===== config.mk =====
export PLATFORM = sky130hd
export DESIGN_NAME = hdmi_word_align
export DESIGN_NICKNAME = d
export VERILOG_FILES = /design/src/rtl/hdmi_word_align.sv
export SDC_FILE = /design/constraint.sdc
export NUM_CORES = 1
export LEC_CHECK = 0
export CORE_MARGIN = 2
export CORE_UTILIZATION = 61
export CTS_BUF_LIST = sky130_fd_sc_hd__clkbuf_2
export CTS_CLUSTER_SIZE = 16
export DETAILED_ROUTE_END_ITERATION = 10
export PLACE_DENSITY_LB_ADDON = 0.3
export SLEW_MARGIN = 0
export SYNTH_ARGS = -nofsm -noshare
export SYNTH_HDL_FRONTEND = slang
export SYNTH_SLANG_ARGS = --single-unit

===== constraint.sdc =====
create_clock -name i_clk -period 6.9 [get_ports i_clk]
set_clock_uncertainty 0.2 [all_clocks]
set_input_delay 1.38 -clock i_clk [delete_from_list [all_inputs] [get_ports i_clk]]
set_output_delay 1.38 -clock i_clk [all_outputs]
set_load 0.02 [all_outputs]

===== src/rtl/hdmi_word_align.sv =====
// HDMI TMDS word alignment controller.
// Steps the downstream slip stage until control tokens arrive back-to-back,
// then watches for their continued presence and drops lock when they vanish.
module hdmi_word_align #(
    parameter int LGWINDOW = 20,
    parameter int RUNLEN   = 8,
    parameter int SETTLE   = 4,
    parameter int MISSLIM  = 3
) (
    input  logic       i_clk,
    input  logic       i_reset,
    input  logic [9:0] i_pixel,
    output logic [4:0] o_slip,
    output logic       o_locked,
    output logic       o_lost
);

    localparam int RUNW = $clog2(RUNLEN + 1);
    localparam logic [RUNW-1:0]     RUN_MAX     = RUNW'(RUNLEN);
    localparam logic [RUNW-1:0]     RUN_ONE     = RUNW'(1);
    localparam logic [3:0]          SETTLE_LAST = 4'(SETTLE - 1);
    localparam logic [3:0]          MISS_MAX    = 4'(MISSLIM);
    localparam logic [LGWINDOW-1:0] WIN_MAX     = '1;
    localparam logic [LGWINDOW-1:0] WIN_ONE     = LGWINDOW'(1);

    typedef enum logic [1:0] {
        ST_SETTLE,
        ST_SEARCH,
        ST_LOCKED
    } state_t;

    state_t              state, state_next;
    logic [LGWINDOW-1:0] win_cnt, win_next;
    logic [RUNW-1:0]     run_cnt, run_next, run_step;
    logic [3:0]          miss_cnt, miss_next, miss_inc;
    logic [3:0]          settle_cnt, settle_next;
    logic                seen_run, seen_next;
    logic [4:0]          slip_next, slip_inc;
    logic                locked_next, lost_next;
    logic                is_token, run_hit, win_end;

    // Token decode, saturating run step and wrap-around slip increment.
    always_comb begin
        is_token = (i_pixel == 10'h354) || (i_pixel == 10'h0ab) ||
                   (i_pixel == 10'h154) || (i_pixel == 10'h2ab);
        if (!is_token)
            run_step = '0;
        else if (run_cnt == RUN_MAX)
            run_step = run_cnt;
        else
            run_step = run_cnt + RUN_ONE;
        run_hit  = (run_step == RUN_MAX);
        win_end  = (win_cnt == WIN_MAX);
        miss_inc = miss_cnt + 4'd1;
        slip_inc = (o_slip == 5'd9) ? 5'd0 : o_slip + 5'd1;
    end

    // Next-state and next-output logic for the settle/search/locked loop.
    always_comb begin
        state_next  = state;
        win_next    = win_cnt;
        run_next    = run_cnt;
        miss_next   = miss_cnt;
        settle_next = settle_cnt;
        seen_next   = seen_run;
        slip_next   = o_slip;
        locked_next = 1'b0;
        lost_next   = 1'b0;
        case (state)
            ST_SETTLE: begin
                run_next = '0;
                if (settle_cnt == SETTLE_LAST) begin
                    state_next  = ST_SEARCH;
                    settle_next = '0;
                    win_next    = '0;
                end else begin
                    settle_next = settle_cnt + 4'd1;
                end
            end
            ST_SEARCH: begin
                run_next = run_step;
                win_next = win_cnt + WIN_ONE;
                if (run_hit) begin
                    // A completed run wins over a window expiring on the same clock.
                    state_next = ST_LOCKED;
                    win_next   = '0;
                    miss_next  = '0;
                    seen_next  = 1'b0;
                end else if (win_end) begin
                    state_next  = ST_SETTLE;
                    slip_next   = slip_inc;
                    settle_next = '0;
                    run_next    = '0;
                end
            end
            ST_LOCKED: begin
                run_next    = run_step;
                win_next    = win_cnt + WIN_ONE;
                locked_next = 1'b1;
                if (win_end) begin
                    seen_next = 1'b0;
                    if (seen_run || run_hit) begin
                        miss_next = '0;
                    end else if (miss_inc == MISS_MAX) begin
                        state_next  = ST_SETTLE;
                        locked_next = 1'b0;
                        lost_next   = 1'b1;
                        slip_next   = slip_inc;
                        settle_next = '0;
                        run_next    = '0;
                        miss_next   = '0;
                        win_next    = '0;
                    end else begin
                        miss_next = miss_inc;
                    end
                end else if (run_hit) begin
                    seen_next = 1'b1;
                end
            end
            default: begin
                state_next = ST_SETTLE;
            end
        endcase
    end

    // State, counters and registered outputs; reset overrides everything.
    always_ff @(posedge i_clk) begin
        if (i_reset) begin
            state      <= ST_SETTLE;
            win_cnt    <= '0;
            run_cnt    <= '0;
            miss_cnt   <= '0;
            settle_cnt <= '0;
            seen_run   <= 1'b0;
            o_slip     <= 5'd0;
            o_locked   <= 1'b0;
            o_lost     <= 1'b0;
        end else begin
            state      <= state_next;
            win_cnt    <= win_next;
            run_cnt    <= run_next;
            miss_cnt   <= miss_next;
            settle_cnt <= settle_next;
            seen_run   <= seen_next;
            o_slip     <= slip_next;
            o_locked   <= locked_next;
            o_lost     <= lost_next;
        end
    end

endmodule


[Word-level counts from Yosys, hierarchy flattened]
Index checks and enable logic that the tools add are counted.
Cells by class
  muxes and demuxes: 48
  shift operators: 0
  bitwise operators: 2
  divide/modulo/power cells: 0
  add/sub/neg operators: 5
  order comparisons: 0
  equality and inequality tests: 21
  multiply operators: 0
  reductions and logical operators: 15
Operators with widths (count)
  20-bit 2-to-1 mux: 5
  4-bit 2-to-1 mux: 17
  20-bit one-hot mux with 3 select lines: 1
  5-bit 2-to-1 mux: 6
  4-bit one-hot mux with 3 select lines: 2
  20-bit by 1-bit adder with 20-bit output, second input constant: 1
  10-bit equality test, second input constant: 2
  20-bit equality test, second input constant: 1
  2-bit inequality test, second input constant: 7
  4-bit by 1-bit adder with 4-bit output, second input constant: 3
  2-bit 2-to-1 mux: 6
  6-bit AND reduction: 2
  10-bit by 8-bit equality test with 1-bit output, second input constant: 1
  10-bit by 9-bit equality test with 1-bit output, second input constant: 1
  5-bit one-hot mux with 2 select lines: 1
  4-bit by 2-bit equality test with 1-bit output, second input constant: 2
  4-bit equality test, second input constant: 2
  4-bit one-hot mux with 2 select lines: 1
  1-bit 2-to-1 mux: 7
  3-bit inequality test, second input constant: 2
  2-bit one-hot mux with 3 select lines: 1
  3-bit AND reduction: 2
  5-bit by 1-bit adder with 5-bit output, second input constant: 1
  5-bit by 4-bit equality test with 1-bit output, second input constant: 1
  12 further kinds: 16
Storage, ports and cells
  register bits after elaboration: 42
  memories: 0
  latch bits: 0
  logic and storage cells: 100
  bits in writable memories: 0
  output and inout bits: 7
  memory bits (read-only): 0
  input port bits: 12

[Longest topological paths before layout]
Gate-level depths: netlist (run 1).
  depth after elaboration: 10
  mapped depth: 10

[Worst setup path after synthesis (run 1)]
OpenSTA, ideal clock, no wires.
  path kind: input to register
  start: input i_pixel[4]
  end: register o_slip[2]
  slack: 3.502 ns
  buffers on the path: 1
  required time: 6.629 ns
  arrival: 3.127 ns
  cell stages on the path: 7
  cells stage by stage: nor4bb_1 > and4_1 > o211a_2 > or3_1 > clkbuf_1 > or4_1 > a21oi_1
Between the ends
  longest elaborated chain between the ends: 9
RTL lines
  from (decl): line 12  | input logic [9:0] i_pixel,
  10-bit equality test or 10-bit by 8-bit equality test with 1-bit output (tied branches): line 44  | is_token = (i_pixel == 10'h354) || (i_pixel == 10'h0ab) ||
  1-bit logical OR (2 in a row): line 44
  1-bit logical OR *: line 45  | (i_pixel == 10'h154) || (i_pixel == 10'h2ab);
  4-bit 2-to-1 mux *: line 46  | if (!is_token)
  4-bit equality test *: line 52  | run_hit = (run_step == RUN_MAX);
  1-bit logical OR: line 102  | if (seen_run || run_hit) begin
  2-bit inequality test (no line)
  6-bit AND reduction (no line) *
  to (signal assigned): line 145  | o_slip <= slip_next;
  to (decl): line 13  | output logic [4:0] o_slip,
Every way passes the cells marked *; elsewhere a longest branch is shown, timed or not.
A chain may end at the register's enable or synchronous reset.

[Worst setup path after layout (run 1)]
  start: input i_pixel[4]
  end: register win_cnt[2]
Between the ends
  longest elaborated chain between the ends: 10
RTL lines
  10-bit equality test or 10-bit by 8-bit equality test with 1-bit output (tied branches): line 44
  1-bit logical OR (2 in a row): line 44
  1-bit logical OR *: line 45
  4-bit 2-to-1 mux *: line 46
  4-bit equality test *: line 52
  1-bit logical OR: line 102
  20-bit 2-to-1 mux: line 102
  20-bit 2-to-1 mux: line 100  | if (win_end) begin
  20-bit one-hot mux with 3 select lines *: line 69  | case (state)
  to (signal assigned): line 140  | win_cnt <= win_next;
  to (decl): line 33  | logic [LGWINDOW-1:0] win_cnt, win_next;
Marks and branches as above.

==> impl_metrics.json, run 1 <==
{
  "synthSimpleGateAreaFrac_pct": 29.2,
  "p_int_uw": 319,
  "cts_tree": "built",
  "cts_resized": 0,
  "vias": 2434,
  "clk_pin_slew_ps": 190,
  "r2r-start": "run_cnt[0]$_SDFFE_PP0N_",
  "cts_num_sinks": 42,
  "synth_top_family_by_area": "simple AND/OR/NAND/NOR gates",
  "ant_nets": 0,
  "ir_worst_vdd_v": 0.000132,
  "ys_seq_elements": 42,
  "ctsHtreeMaxLevel": 2,
  "maxSlewHeadroom_pct": 40.1,
  "fmax_mhz": 249,
  "core_sq_mm": 0.00426,
  "async_reset_ff_share_pct": 0,
  "track_usage_pct": 23.2,
  "first_pass_iters": 4,
  "synth_fp_nets": 340,
  "end_kind": "flop",
  "dieArea_sq_mm": 0.00490,
  "synthMuxAreaShare_pct": 1.55,
  "slew_viol_final": 0,
  "grt_overflow": 0,
  "place_congestion": 0.814,
  "drtIter0Drc": 198,
  "grt_pass1_wl_microns": 9520,
  "pin_count": 19,
  "synth_area_sq_mm": 0.00266,
  "maxCapViolations": 0,
  "crit_arrival_ps": 4120,
  "hold_violations": 0,
  "hpwl_microns": 3850,
  "p_sw_share_pct": 34.0,
  "drive_above_1_share_pct": 6.42,
  "port_buffers": 17,
  "setup_viol_count_final": 0,
  "netlist_instances": 316,
  "fin_nets": 350,
  "ctsHoldBuffers": 0,
  "synth_enable_flop_cells": 0,
  "synth_compound_area_share_pct": 25.3,
  "areaGrowthSynthToFinish_pct": 7.72,
  "routedWlPerCell_microns": 14.3,
  "status": "finished, final reports clean",
  "synthXorXnorAreaFrac_pct": 1.65,
  "initial_core_util_pct": 62.4,
  "hold_path_class": "flop to flop",
  "cellLeakagePower_nw": 0.969,
  "p_switching_uw": 164,
  "worst_pin_slew_ps": 898,
  "start_kind": "primary input",
  "ys.flop_type": "dfxtp_1",
  "worstHoldStart": "o_slip[4]$_SDFFE_PP0P_",
  "critPathMaxFanout": 20,
  "post-route-util_pct": 67.2,
  "antenna_found_initial": 0,
  "synth_area_per_cell_sq_um": 8.41,
  "comb_power_share_pct": 25.1,
  "vias_per_cell": 6.42,
  "die_w_microns": 70.0,
  "layoutNonFillerInstCount": 379,
  "setup_tns_ps": 0,
  "dp.cells": 371,
  "rows": 24,
  "clock_path_buffers": 2,
  "ys_warn_count": 0,
  "post-route-period-util_pct": 58.3,
  "drt_drc_violations_left": 0,
  "cp-startpoint": "i_pixel[4]",
  "total_power_uw": 483,
  "diodes": 0,
  "critical_path_class": "primary input to flop",
  "numCtsBuffers": 5,
  "layout_commonest_cell": "dfxtp_1",
  "worstPathRequired_ps": 7000,
  "grt_max_degree": 26,
  "grt_setup_unrepaired": "no",
  "die_y_microns": 70.0,
  "root_buffer": "clkbuf_2",
  "timing.final.crit_period_ps": 4020,
  "synth-adder-area-share_pct": 5.65,
  "p_clk_share_pct": 21.5,
  "cts_setup_buffers": 0,
  "layout_common_cells": "dfxtp_1, a21oi_1, nand3_1, nand2_1, nor2_1",
  "power.density_mw_per_mm2": 169,
  "routed_wl_microns": 5420,
  "ys_types": 68,
  "grt_pass1_vias": 2239,
  "seq_power_share_pct": 53.4,
  "ys_seq_area_share_pct": 31.6,
  "insertion_delay_ps": 410
}
==> registers in the layout (all words and copies together) (netlist names) <==
signal      flops
run_cnt         4
o_locked        1
o_lost          1
state           2
win_cnt        20
settle_cnt      4
miss_cnt        4
o_slip          5
seen_run        1
==> synthesized netlist by cell type (3+ instances only) <==
cell	number	area share [%]
nand3b_1	5	1.4
and3_1	4	0.94
or4_1	5	1.4
nand4_1	4	0.94
a21oi_1	29	5.5
o21ai_0	8	1.5
clkbuf_1	9	1.3
buf_2	4	0.75
inv_1	15	2.1
nand3_1	25	4.7
nor2_1	20	2.8
a22o_1	5	1.6
nor4_1	5	1.2
or3_1	9	2.1
nor3_1	8	1.5
nand2b_1	5	1.2
xnor2_1	4	1.3
dfxtp_1	42	32
a221o_1	13	4.9
ha_1	12	5.6
o211ai_1	4	1.1
mux2i_1	3	1.1
nand2_1	22	3.1
==> layout make-up <==
class	instances	area (sq um)
clock inverters	2	8.76
inverters	15	56.3
fillers	373	1400
clock buffers	6	30.0
well taps	52	65.1
multi-input cells	244	1690
flip-flops and latches	42	841
repair buffers	18	178
==> layer usage <==
metal / track usage (%) / part of all wire [%] / vias up
met2: 39.3 / 48 / 50
met1: 29.9 / 47 / 1149
li1: - / - / 1227
met3: 3.03 / 3.7 / 8
met4: 9.62 / 1.4 / 0
met5: 0 / 0 / -
==> power groups by stage <==
stage,logic (mW),registers [mW],clock network (mW)
after floorplan,0.0906,0.261,0
after global placement,0.118,0.262,0
after detailed placement,0.119,0.263,0
after CTS,0.120,0.258,0.108
after global routing,0.136,0.259,0.115
final,0.121,0.258,0.104
==> per-stage QoR <==
stage	instance area [sq um]	hold WS [ps]	worst slack [ps]
2_1_floorplan	2660	262	3500
3_3_place_gp	2830	279	2510
3_5_place_dp	2830	293	2450
4_1_cts	2860	316	2910
5_1_grt	2860	351	2590
6_report	2860	314	2880
==> kinds of logic after synthesis <==
kind of cell | after synthesis
AND/OR/NAND/NOR | 134
flip-flops | 42
adder cells (fa/ha/maj) | 12
multiplexers | 4
AO/OA/AOI/OAI | 89
XOR/XNOR | 5
buffers and inverters | 30
==> worst paths after layout <==
| kind | cells past startpoint | to | slack, ps |
|---|---|---|---|
| hold / removal | 2 | o_slip[4]$_SDFFE_PP0P_ | 310 |
| setup reg to reg | 8 | win_cnt[2]$_SDFFE_PP0P_ | 3600 |
| setup / recovery | 7 | win_cnt[2]$_SDFFE_PP0P_ | 2880 |
| hold reg to reg | 2 | o_slip[4]$_SDFFE_PP0P_ | 310 |
==> critical path, stage by stage <==
cell and delay [ps]:
clkdlybuf4s50_1 400, nand4bb_1 190, nor4_1 610, o211ai_1 270, nand2_1 480, a21oi_2 360
a311o_1 430
No activity file was read; power rests on OpenSTA's default activity.
==> run 2, diff against run 1 <==
==> constraint.sdc (replaced) <==
create_clock -name i_clk -period 3.9 [get_ports i_clk]
set_clock_uncertainty 0.2 [all_clocks]
set_input_delay 0.78 -clock i_clk [delete_from_list [all_inputs] [get_ports i_clk]]
set_output_delay 0.78 -clock i_clk [all_outputs]
set_load 0.02 [all_outputs]
==> run 2 against run 1 <==
- wire length grew 4.0%
- worst setup slack lost 2100 ps
- critical path type is now flop to flop
- sequential cell count is the same
- total power grew 94%
- combinational power grew 86%
- hold slack gained 4.4 ps
- sequential share of layout area shrank 0.59 points
==> impl_metrics.json, run 2 (synthesis gave the netlist of run 1 again) <==
{
  "areaGrowthSynthToFinish_pct": 9.93,
  "dieArea_sq_mm": 0.00490,
  "diodes": 0,
  "regArea_sq_um": 841,
  "ctsHoldBuffers": 0,
  "clock_path_buffers": 2,
  "largest_reg_flops": 20,
  "ctsHtreeMaxLevel": 2,
  "cts_tree": "built",
  "p_sw_share_pct": 31.9,
  "numCtsBuffers": 5,
  "end_kind": "flop",
  "core_sq_mm": 0.00426,
  "drive_above_1_share_pct": 7.85,
  "cts_num_sinks": 42,
  "antenna_found_initial": 0,
  "setup_tns_ps": 0,
  "grt_overflow": 0,
  "cts_setup_buffers": 0,
  "power.density_mw_per_mm2": 321,
  "insertion_delay_ps": 420,
  "die_w_microns": 70.0,
  "slew_viol_final": 0,
  "wl_met2_microns": 2730,
  "track_usage_pct": 23.8,
  "seq_power_share_pct": 48.6,
  "hpwl_microns": 4000,
  "wl_met3_microns": 186,
  "grt_max_degree": 25,
  "vias_per_cell": 6.33,
  "n_fill_cell": 367,
  "ant_nets": 0,
  "routed.top_layer": "met4",
  "ir_worst_vdd_v": 0.000246,
  "setup_slack_ps": 817,
  "clk_pin_slew_ps": 190,
  "biggestRegsByFlops": "win_cnt x20, o_slip x5",
  "p_clk_share_pct": 27.4,
  "regMostFlops": "win_cnt",
  "routed_wl_microns": 5640,
  "layout_common_cells": "dfxtp_1, a21oi_1, nand3_1, nand2_1, nor2_1",
  "timing.final.crit_period_ps": 3080,
  "place_congestion": 0.833,
  "post-route-period-util_pct": 79.1,
  "fin_nets": 354,
  "crit_arrival_ps": 3180,
  "fmax_mhz": 324,
  "p_switching_uw": 299,
  "hold_violations": 0,
  "maxCapViolations": 0,
  "critPathMaxFanout": 16,
  "multi_input_area_sq_mm": 0.00169,
  "worstPathRequired_ps": 4000,
  "first_pass_iters": 6,
  "setup_viol_count_final": 0,
  "initial_core_util_pct": 62.4,
  "comb_power_share_pct": 24.0,
  "p_int_uw": 639,
  "hold_path_class": "flop to flop",
  "drtIter0Drc": 203,
  "rows": 24,
  "critical_path_class": "flop to flop",
  "routedWlPerCell_microns": 14.7,
  "root_buffer": "clkbuf_2",
  "cellLeakagePower_nw": 0.998,
  "grt_pass1_vias": 2261,
  "pin_count": 19,
  "port_buffers": 17,
  "die_y_microns": 70.0,
  "grt_setup_unrepaired": "no",
  "layout_commonest_cell": "dfxtp_1",
  "dpl_worst_slack_ps": 401,
  "vias": 2425,
  "status": "finished, final reports clean",
  "drt_drc_violations_left": 0,
  "start_kind": "flop",
  "wl_met1_microns": 2680,
  "grt_pass1_wl_microns": 9800,
  "maxSlewHeadroom_pct": 54.5,
  "cts_resized": 0,
  "worst_pin_slew_ps": 676
}
## run 2: path summary, 6_finish.rpt
check,from,endpoint,slack (ps),cells after the start
max reg2reg,win_cnt[0]$_SDFFE_PP0P_,win_cnt[2]$_SDFFE_PP0P_,820,8
min reg2reg,settle_cnt[1]$_SDFFE_PP0P_,settle_cnt[1]$_SDFFE_PP0P_,320,2
min,settle_cnt[1]$_SDFFE_PP0P_,settle_cnt[1]$_SDFFE_PP0P_,320,2
max,win_cnt[0]$_SDFFE_PP0P_,win_cnt[2]$_SDFFE_PP0P_,820,8
## run 2: layout make-up
class                   count  area share (%)
flip-flops and latches     42            28.8
well taps                  52            2.23
clock inverters             2            1.28
clock buffers               6            1.03
inverters                  15            1.93
multi-input cells         244            57.7
repair buffers             22            7.11
## run 2: critical path, stage by stage, from the launching register on
cell	delay, ps
dfxtp_1	420
ha_1	200
and3_1	240
nand4_4	140
o41ai_4	450
nor3b_4	660
a21oi_2	130
buf_4	210
a311o_1	350
## run 2: layer usage
layer,vias up,global-route usage [%]
met4,0,7.48
met3,4,4.47
met2,44,39.8
met1,1141,31.2
met5,-,0
li1,1236,-
## run 2: stage by stage
stage / cells / utilization [%] / hold WS [ps] / power (mW) / area, sq um
2_1_floorplan: 316 / - / 262 / 0.622 / 2660
3_3_place_gp: 375 / 67.0 / 276 / 0.680 / 2860
3_5_place_dp: 375 / 67.0 / 299 / 0.687 / 2860
4_1_cts: 383 / 68.5 / 322 / 0.942 / 2920
5_1_grt: 383 / 68.5 / 340 / 0.992 / 2920
6_report: 383 / 68.5 / 318 / 0.938 / 2920
## run 2: power by group through the flow
stage	sequential [mW]	combinational, mW	clock (mW)
detailed placement	0.465	0.223	0
global placement	0.463	0.217	0
CTS	0.456	0.224	0.263
finish	0.456	0.225	0.257
floorplan	0.462	0.160	0
global route	0.457	0.257	0.278
